$ cat src/rtl/life_grid_engine.sv
`default_nettype none
// ============================================================================
// Module   : life_grid_engine
// Brief    : 8x8 Game-of-Life engine; seeds from a fixed pattern or LFSR, then
//            steps one generation per clock until stopped or a still life.
//            Define LIFE_TORUS_EN for a wrap-around (toroidal) grid.
// Revision : 1.0
// ============================================================================
module life_grid_engine #(
  parameter logic [63:0] SEED_DEFAULT = 64'h0000_0000_0007_0402,
  parameter logic [63:0] LFSR_INIT    = 64'hACE1_2468_1357_BDF9,
  parameter int          GEN_W        = 16
) (
  input  logic             clk,
  input  logic             reset,
  input  logic             start,
  input  logic             randomize,
  output logic [63:0]      seed,
  output logic [63:0]      grid,
  output logic [63:0]      next_grid,
  output logic             running,
  output logic             stable,
  output logic [GEN_W-1:0] gen_count
);

  localparam logic [63:0] c_lfsr_init = (LFSR_INIT == 64'h0) ? 64'h1 : LFSR_INIT;

  typedef enum logic [1:0] {
    S_IDLE   = 2'd0,
    S_RUN    = 2'd1,
    S_STABLE = 2'd2
  } state_t;

  state_t           r_state;
  logic [63:0]      r_grid;
  logic [63:0]      r_lfsr;
  logic [GEN_W-1:0] r_gen;
  logic [99:0]      w_pad;
  logic [63:0]      w_next;
  logic             w_fb;

  // 10x10 padded copy of the grid: the border ring is either dead or the
  // wrapped opposite edge, so every cell sees eight constant neighbour taps.
  for (genvar pr = 0; pr < 10; pr++) begin : g_pad_r
    for (genvar pc = 0; pc < 10; pc++) begin : g_pad_c
`ifdef LIFE_TORUS_EN
      assign w_pad[pr*10+pc] = r_grid[((pr+7)%8)*8 + ((pc+7)%8)];
`else
      if (pr == 0 || pr == 9 || pc == 0 || pc == 9) begin : g_edge
        assign w_pad[pr*10+pc] = 1'b0;
      end else begin : g_core
        assign w_pad[pr*10+pc] = r_grid[(pr-1)*8 + (pc-1)];
      end
`endif
    end
  end

  for (genvar r = 0; r < 8; r++) begin : g_row
    for (genvar c = 0; c < 8; c++) begin : g_col
      localparam int P = (r+1)*10 + (c+1);
      logic [3:0] w_n;
      assign w_n = {3'b0, w_pad[P-11]} + {3'b0, w_pad[P-10]} + {3'b0, w_pad[P-9]}
                 + {3'b0, w_pad[P-1]}                        + {3'b0, w_pad[P+1]}
                 + {3'b0, w_pad[P+9]}  + {3'b0, w_pad[P+10]} + {3'b0, w_pad[P+11]};
      assign w_next[r*8+c] = (w_n == 4'd3) | (r_grid[r*8+c] & (w_n == 4'd2));
    end
  end

  // Taps 64,63,61,60 of a maximal-length polynomial
  assign w_fb = r_lfsr[63] ^ r_lfsr[62] ^ r_lfsr[60] ^ r_lfsr[59];

  always_ff @(posedge clk or negedge reset) begin
    if (!reset) begin
      r_state <= S_IDLE;
      r_grid  <= '0;
      r_gen   <= '0;
      r_lfsr  <= c_lfsr_init;
    end else begin
      r_lfsr <= {r_lfsr[62:0], w_fb};
      case (r_state)
        S_IDLE: begin
          if (start) begin
            r_grid  <= seed;
            r_gen   <= '0;
            r_state <= S_RUN;
          end
        end
        S_RUN: begin
          if (!start) begin
            r_state <= S_IDLE;
          end else if (w_next != r_grid) begin
            r_grid <= w_next;
            if (r_gen != {GEN_W{1'b1}}) r_gen <= r_gen + 1'b1;
          end else begin
            r_state <= S_STABLE;
          end
        end
        S_STABLE: begin
          if (!start) r_state <= S_IDLE;
        end
        default: r_state <= S_IDLE;
      endcase
    end
  end

  assign seed      = randomize ? r_lfsr : SEED_DEFAULT;
  assign grid      = r_grid;
  assign next_grid = w_next;
  assign running   = (r_state == S_RUN);
  assign stable    = (r_state == S_STABLE);
  assign gen_count = r_gen;

endmodule
`default_nettype wire

$ cat config.mk
export PLATFORM = sky130hd
export DESIGN_NAME = life_grid_engine
export DESIGN_NICKNAME = d
export VERILOG_FILES = /design/src/rtl/life_grid_engine.sv
export SDC_FILE = /design/constraint.sdc
export NUM_CORES = 1
export LEC_CHECK = 0
export ABC_AREA = 1
export CAP_MARGIN = 20
export CORE_UTILIZATION = 52
export CTS_CLUSTER_DIAMETER = 60
export DETAILED_ROUTE_END_ITERATION = 10
export PLACE_DENSITY = 0.79
export SLEW_MARGIN = 25
export SYNTH_ARGS = -nofsm -noshare
export SYNTH_HDL_FRONTEND = slang
export SYNTH_SLANG_ARGS = --single-unit
$ cat constraint.sdc
create_clock -name clk -period 4.25 [get_ports clk]
set_input_delay 0.425 -clock clk [delete_from_list [all_inputs] [get_ports clk]]
set_output_delay 0.425 -clock clk [all_outputs]
set_load 0.005 [all_outputs]
==> reports/metrics.yaml, run 1 <==
cts:
  cts-root-buf: "sky130_fd_sc_hd__clkbuf_16"
  clock_tree.htree_level_count: 4
  worst_skew_pair.late_latency_ps: 460
  cts_tree: "yes"
  clock_path_buffers: 2
  cts.sink_count: 146
  cts.clk_slew.worst_paths_ps: 70
  ctsHoldBuffers: 0
  cts_inserted_buffers: 17
global_routing:
  pin_count_of_the_biggest_net_entering_global_routing: 82
  grt_first_pass_wirelength_um: 86600
  initial_antenna_violation_count: 1
  grt_remaining_overflow: 0
  first_global_vias: 16900
  grt_usage: 0.358
synthesis:
  seq_area_frac_synth: 0.228
  synthTopCellsByArea: "sky130_fd_sc_hd__fa_1 (24%), sky130_fd_sc_hd__dfrtp_1 (17%), sky130_fd_sc_hd__nand2_1 (14%)"
  ys_types: 35
  yosysTopAreaCellShare: 0.242
  mappedNetlistNets: 2440
  synthesis_stage_register_bit_count: 146
  synthesis.instances: 2104
  ys_warn_count: 0
  synth.avg_cell_area_um2: 7.70
  synth_top_cell_by_area: "sky130_fd_sc_hd__fa_1"
  synth.cell_area_um2: 16200
place:
  dpl.cell_count: 2842
  portBuffers: 213
  dpl.hpwl_um: 38900
  place.gp.congestion: 0.927
detailed_routing:
  met1_length_um: 21700
  drtPass1Iterations: 5
  drc: 0
  top_layer_used: "met5"
  wl_met2_um: 28100
  wl_um: 61400
  detailroute.via_count: 17100
  route.detailed.vias_per_inst: 5.74
  drt_iter0_markers: 1840
  antenna_left: 0
  wl_met3_um: 7260
  post_drt_wl_per_cell_um: 20.6
timing:
  finalSetupViolCount: 100
  grt_setup_unrepaired: "true"
  max_freq_mhz: 196
  timing.final.max_slew_violations: 0
  finalHoldViolCount: 0
  layout_min_cycle_time_ps: 5090
  final_min_period_over_clock_period: 1.20
  finalClockSkew_ps: 9.80
  setup_ws_ps: -840
  tightestPinTransition_ps: 977
  max-slew-margin-rel: 0.349
  setup_tns_after_final_layout_ps: -63470
layout:
  fillers: 1951
  layout-area-overhead-vs-synth_pct: 39.0
  numnets_final: 2910
  instances_no_fill: 2983
  layout_common_cells: "sky130_fd_sc_hd__nand2_1 (548), sky130_fd_sc_hd__inv_1 (398), sky130_fd_sc_hd__buf_4 (218)"
  layout-drive-gt1-share: 0.243
  diodes: 0
  multi_input_area_um2: 11400
  ff_latch_area_um2: 3700
  mostFrequentLayoutCell: "sky130_fd_sc_hd__nand2_1"
floorplanning:
  coreArea_um2: 30600
  ioPinCount: 214
  die-area_um2: 31900
  num_rows: 64
  floorplan.initialDensity: 0.530
  die-height_um: 179
  die_x_um: 179
setup_path:
  cp.arrival_ps: 5430
  timing.setup.critical_path_class: "flip-flop to flip-flop"
  critPathLaunchType: "flip-flop"
  critical_path_peak_fanout: 15
  critPathRequiredTime_ps: 4590
  cp-end-kind: "flip-flop"
worst_hold_path:
  hold_path_class: "input pin to async pin"
power_and_ir_drop:
  maximum_vdd_drop_mv: 0.474
  powerDensity_nw_per_um2: 360
  p_leak_nw: 12.4
  power.total_mw: 8.11
run:
  timing.max_cap.violations: 0
outcome:
  outcome: "finished, violations left"
  violations: "negative setup slack"
-- flip-flops by register name (all words and copies together) (netlist names) --
| name | cells |
|---|---|
| r_lfsr | 64 |
| grid | 64 |
| gen_count | 16 |
| r_state | 2 |
-- cells by family (layout without fill, tap and decap cells) --
family,Yosys count,after routing,synth area share
xor+xnor,16,16,0.00865
fa+ha+maj,332,332,0.347
simple gates,975,975,0.249
flops,146,146,0.228
buf+inv,510,993,0.122
compound gates,125,125,0.0444
-- worst paths after layout --
path	startpoint	slack [ps]	to	depth (start not counted)
setup / recovery	grid[34]$_DFFE_PN0P_	-840	grid[44]$_DFFE_PN0P_	22
hold / removal	reset	6	grid[61]$_DFFE_PN0P_	1
setup reg to reg	grid[34]$_DFFE_PN0P_	-840	grid[44]$_DFFE_PN0P_	22
hold reg to reg	r_lfsr[58]$_DFF_PN1_	370	r_lfsr[59]$_DFF_PN1_	0
max in group asynchronous	reset	3200	r_lfsr[15]$_DFF_PN1_	2
min in group clk	r_lfsr[58]$_DFF_PN1_	370	r_lfsr[59]$_DFF_PN1_	0
-- metal layers --
| layer | up-vias | GRT usage |
|---|---|---|
| met1 | 8182 | 0.446 |
| met5 | - | 0 |
| met3 | 385 | 0.0859 |
| met4 | 4 | 0.213 |
| li1 | 7312 | - |
| met2 | 1232 | 0.564 |
-- area by class of cell --
class / instances / share of cell area
Sequential cell: 146 / 0.164
Clock inverter: 13 / 0.00672
Inverter: 464 / 0.0788
Clock buffer: 19 / 0.0197
Timing Repair Buffer: 497 / 0.203
Tap cell: 396 / 0.0220
Multi-Input combinational cell: 1448 / 0.505
-- stage by stage --
step	instance area (um^2)	util	hold WS (ps)	setup slack, ps
2_1_floorplan	16200	-	129	6.61
3_3_place_gp	20000	0.653	354	-364
3_5_place_dp	20000	0.653	355	-502
4_1_cts	21800	0.712	64.3	-303
5_1_grt	22500	0.736	58.4	-982
6_report	22500	0.736	5.85	-840
-- synth_stat cells --
cell / count
sky130_fd_sc_hd__nand2_4: 1
sky130_fd_sc_hd__or2_1: 1
sky130_fd_sc_hd__clkbuf_1: 29
sky130_fd_sc_hd__nor3b_1: 1
sky130_fd_sc_hd__dfrtp_1: 113
sky130_fd_sc_hd__nand3b_1: 16
sky130_fd_sc_hd__dfstp_2: 33
sky130_fd_sc_hd__o21ai_0: 72
sky130_fd_sc_hd__o21bai_1: 20
sky130_fd_sc_hd__xnor2_1: 2
sky130_fd_sc_hd__nand2_2: 1
sky130_fd_sc_hd__a21boi_0: 13
sky130_fd_sc_hd__o211ai_1: 1
sky130_fd_sc_hd__o2bb2ai_1: 1
sky130_fd_sc_hd__a21oi_1: 11
sky130_fd_sc_hd__nor2_1: 161
sky130_fd_sc_hd__o21a_1: 2
sky130_fd_sc_hd__nor4_1: 2
sky130_fd_sc_hd__ha_1: 136
sky130_fd_sc_hd__inv_2: 4
sky130_fd_sc_hd__nand2_1: 606
sky130_fd_sc_hd__nand3_1: 130
sky130_fd_sc_hd__nor2_4: 1
sky130_fd_sc_hd__nor3_1: 5
sky130_fd_sc_hd__fa_1: 196
sky130_fd_sc_hd__nor2_2: 1
sky130_fd_sc_hd__inv_1: 460
sky130_fd_sc_hd__nand4_1: 41
sky130_fd_sc_hd__xor2_1: 14
sky130_fd_sc_hd__buf_1: 1
sky130_fd_sc_hd__or2_2: 8
sky130_fd_sc_hd__buf_4: 1
sky130_fd_sc_hd__buf_6: 7
sky130_fd_sc_hd__o21ai_1: 5
sky130_fd_sc_hd__buf_2: 8
-- power breakdown --
group	switching, mW	internal (mW)	total, mW
combinational	3.00	1.98	4.98
clock	0.707	0.889	1.60
sequential	0.0758	1.45	1.53
total	3.78	4.32	8.11
-- timing repair --
item,CTS,global route
buffers inserted,80,41
endpoints found under the setup margin,117,116
pin swaps,114,179
endpoints found under the hold margin,0,0
gates cloned,5,2
gates resized for setup,290,205
-- critical path, stage by stage (launching register included) --
cell and delay, ps:
sky130_fd_sc_hd__dfrtp_2 400, sky130_fd_sc_hd__inv_4 50, sky130_fd_sc_hd__buf_4 140, sky130_fd_sc_hd__fa_1 560, sky130_fd_sc_hd__fa_1 440, sky130_fd_sc_hd__fa_1 510
sky130_fd_sc_hd__inv_2 50, sky130_fd_sc_hd__ha_4 160, sky130_fd_sc_hd__fa_1 480, sky130_fd_sc_hd__a21boi_4 210, sky130_fd_sc_hd__nand2_2 90, sky130_fd_sc_hd__nand2_1 60
sky130_fd_sc_hd__nand2_1 50, sky130_fd_sc_hd__nor2_1 370, sky130_fd_sc_hd__nand2_1 190, sky130_fd_sc_hd__nor2_1 170, sky130_fd_sc_hd__nand2_1 140, sky130_fd_sc_hd__nor2_4 160
sky130_fd_sc_hd__nand3_4 160, sky130_fd_sc_hd__buf_8 210, sky130_fd_sc_hd__buf_12 160, sky130_fd_sc_hd__nand3_1 110, sky130_fd_sc_hd__nand2_1 90
Power figures use the tool's default switching activity.
==> run 2: changes to the inputs <==
--- a/config.mk
+++ b/config.mk
@@ -8,9 +8,11 @@
 export ABC_AREA = 1
 export CAP_MARGIN = 20
 export CORE_UTILIZATION = 52
+export CTS_BUF_LIST = sky130_fd_sc_hd__clkbuf_16
 export CTS_CLUSTER_DIAMETER = 60
 export DETAILED_ROUTE_END_ITERATION = 10
 export PLACE_DENSITY = 0.79
+export RECOVER_POWER = 25
 export SLEW_MARGIN = 25
 export SYNTH_ARGS = -nofsm -noshare
 export SYNTH_HDL_FRONTEND = slang
==> reports/metrics.yaml, run 2 (same netlist as run 1, synthesis figures left out) <==
layout:
  total_non_filler_cell_area_in_the_finished_layout_um2: 22500  # about the same
  fillers: 1944  # -0.36%
  layout-area-overhead-vs-synth_pct: 39.0  # about the same
  layout_common_cells: "sky130_fd_sc_hd__nand2_1 (548), sky130_fd_sc_hd__inv_1 (399), sky130_fd_sc_hd__buf_4 (218)"
  finalCoreUtilization: 0.736  # about the same
  mostFrequentLayoutCell: "sky130_fd_sc_hd__nand2_1"
  instances_no_fill: 2984  # +0.034%
  numnets_final: 2910  # unchanged
  layout-drive-gt1-share: 0.235  # -0.00773
power_and_ir_drop:
  power_frac_clock: 0.194  # -0.003
  power.net_switching_mw: 3.79  # +0.26%
  p_leak_nw: 12.4  # about the same
  internal_power_mw: 4.31  # -0.34%
  maximum_vdd_drop_mv: 0.471  # -0.60%
  powerDensity_nw_per_um2: 360  # about the same
  p_comb_frac: 0.618  # +0.003
  power.share.switching: 0.468  # +0.00148
  pwr-share-seq: 0.188  # about the same
timing:
  max_freq_mhz: 196  # -0.37%
  max-slew-margin-rel: -0.561  # -0.910
  layout_min_cycle_time_ps: 5110  # +18.9 ps
  finalClockSkew_ps: 7.43  # -2.37 ps
  final_min_period_over_clock_period: 1.20  # +0.00444
  finalHoldViolCount: 0  # unchanged
  timing.final.max_slew_violations: 82  # +82
  tightestPinTransition_ps: 2340  # +1360 ps
  grt_setup_unrepaired: "true"
  setup_ws_ps: -859  # -18.9 ps
  finalSetupViolCount: 99  # -1.0%
cts:
  cts-root-buf: "sky130_fd_sc_hd__clkbuf_16"
  cts_tree: "yes"
  clock_tree.htree_level_count: 4  # unchanged
  clock_path_buffers: 2  # unchanged
  cts_inserted_buffers: 17  # unchanged
  worst_skew_pair.late_latency_ps: 460  # about the same
  cts.clk_slew.worst_paths_ps: 70  # about the same
  cts.sink_count: 146  # unchanged
  ctsHoldBuffers: 0  # unchanged
setup_path:
  critPathRequiredTime_ps: 4640  # +50 ps
  crit_path_cell_trace: "inv_4, fa_1, fa_1, fa_1, inv_1, ha_2, fa_1, nor2_1, nor2_2, buf_4, buf_4, nand3_1, nand2_1, nor2_1, nand2_2, nor2_4, nand2_2, nor2_4, nand3_4, nand2_8, buf_8, clkbuf_16, nand2_2, nand2_1"
  critical_path_peak_fanout: 5  # -10
  timing.setup.critical_path_class: "flip-flop to flip-flop"
  worst_path_dominant_cell_family: "adder cells"
  critPathLaunchType: "flip-flop"
  cp_slowest_stage_delay_ps: 720  # +160 ps
  cp.arrival_ps: 5500  # +70 ps
  cp-end-kind: "flip-flop"
  timing.critical_path.mode_cell: "sky130_fd_sc_hd__fa_1"
  worst-path-buf-inv: 6  # +1
  crit_slowest_cell: "sky130_fd_sc_hd__fa_1"
global_routing:
  grt_usage: 0.358  # about the same
  grt_remaining_overflow: 0  # unchanged
  first_global_vias: 16900  # -0.041%
  initial_antenna_violation_count: 1  # unchanged
  grt_first_pass_wirelength_um: 86600  # about the same
  pin_count_of_the_biggest_net_entering_global_routing: 82  # unchanged
place:
  place.gp.congestion: 0.927  # unchanged
  detailed_place.area_um2: 20000  # unchanged
  dpl.hpwl_um: 38900  # unchanged
  portBuffers: 213  # unchanged
  dpl.cell_count: 2842  # unchanged
  pre_cts_ws_ps: -502  # unchanged
floorplanning:
  num_rows: 64  # unchanged
  die-height_um: 179  # unchanged
  ioPinCount: 214  # unchanged
  floorplan.initialDensity: 0.530  # unchanged
  die-area_um2: 31900  # unchanged
  die_x_um: 179  # unchanged
  coreArea_um2: 30600  # unchanged
detailed_routing:
  wl_um: 62000  # +0.96%
  route.detailed.vias_per_inst: 5.76  # +0.38%
  drc: 0  # unchanged
  drtPass1Iterations: 9  # +4
  antenna_left: 0  # unchanged
  post_drt_wl_per_cell_um: 20.8  # +0.93%
  drt_iter0_markers: 1868  # +1.5%
  detailroute.via_count: 17200  # +0.41%
outcome:
  violations: "max-capacitance violations, max-slew violations, negative setup slack"
  outcome: "finished, violations left"
worst_hold_path:
  hold_path_class: "flip-flop to flip-flop"
run:
  timing.max_cap.violations: 1  # +1
-- run 2: timing repair --
action / in CTS / in global routing
cloned: 5 / 2
buffers inserted: 80 / 41
pin swaps: 114 / 179
resized for setup: 290 / 206
setup endpoints to repair: 117 / 116
-- run 2: cell type report --
cell class / instances / area, um^2 / share of cell area
clock buffer: 17 / 425 / 0.0189
timing repair buffer: 497 / 4570 / 0.203
antenna: 1 / 2.50 / 0.000111
clock inverter: 15 / 159 / 0.00706
inverter: 464 / 1770 / 0.0788
sequential: 146 / 3700 / 0.164
tap: 396 / 495 / 0.0220
multi-input combinational: 1448 / 11400 / 0.506
-- run 2: power groups by stage --
stage | Combinational (mW) | Sequential (mW) | Clock [mW]
global placement | 3.26 | 1.53 | 0
CTS | 4.30 | 1.52 | 1.55
detailed placement | 3.38 | 1.53 | 0
global route | 5.29 | 1.53 | 1.62
finish | 5.01 | 1.53 | 1.57
floorplan | 2.06 | 1.58 | 0
-- run 2: per-stage QoR --
stage	setup TNS [ps]	total power, mW	hold WS (ps)
after detailed placement	-36570	4.92	355
after global placement	-26920	4.79	354
after global routing	-80390	8.44	372
after floorplan	0	3.64	129
after CTS	-21120	7.38	65.2
final	-66440	8.10	366
-- run 2: layer usage --
layer / up-vias / global-route usage / share of wire
met5: - / 0 / 0.00015
met4: 2 / 0.213 / 0.076
li1: 7319 / - / -
met1: 8229 / 0.447 / 0.35
met2: 1212 / 0.565 / 0.45
met3: 423 / 0.0838 / 0.12
-- run 2: final timing paths --
| path | startpoint | to | slack [ps] | cells past startpoint |
|---|---|---|---|---|
| setup / recovery | grid[18]$_DFFE_PN0P_ | grid[44]$_DFFE_PN0P_ | -860 | 24 |
| hold / removal | r_lfsr[6]$_DFF_PN1_ | r_lfsr[7]$_DFF_PN1_ | 370 | 0 |
| setup reg to reg | grid[18]$_DFFE_PN0P_ | grid[44]$_DFFE_PN0P_ | -860 | 24 |
| hold reg to reg | r_lfsr[6]$_DFF_PN1_ | r_lfsr[7]$_DFF_PN1_ | 370 | 0 |
| max in group asynchronous | reset | grid[10]$_DFFE_PN0P_ | 2030 | 1 |
| min in group asynchronous | reset | grid[61]$_DFFE_PN0P_ | 610 | 1 |
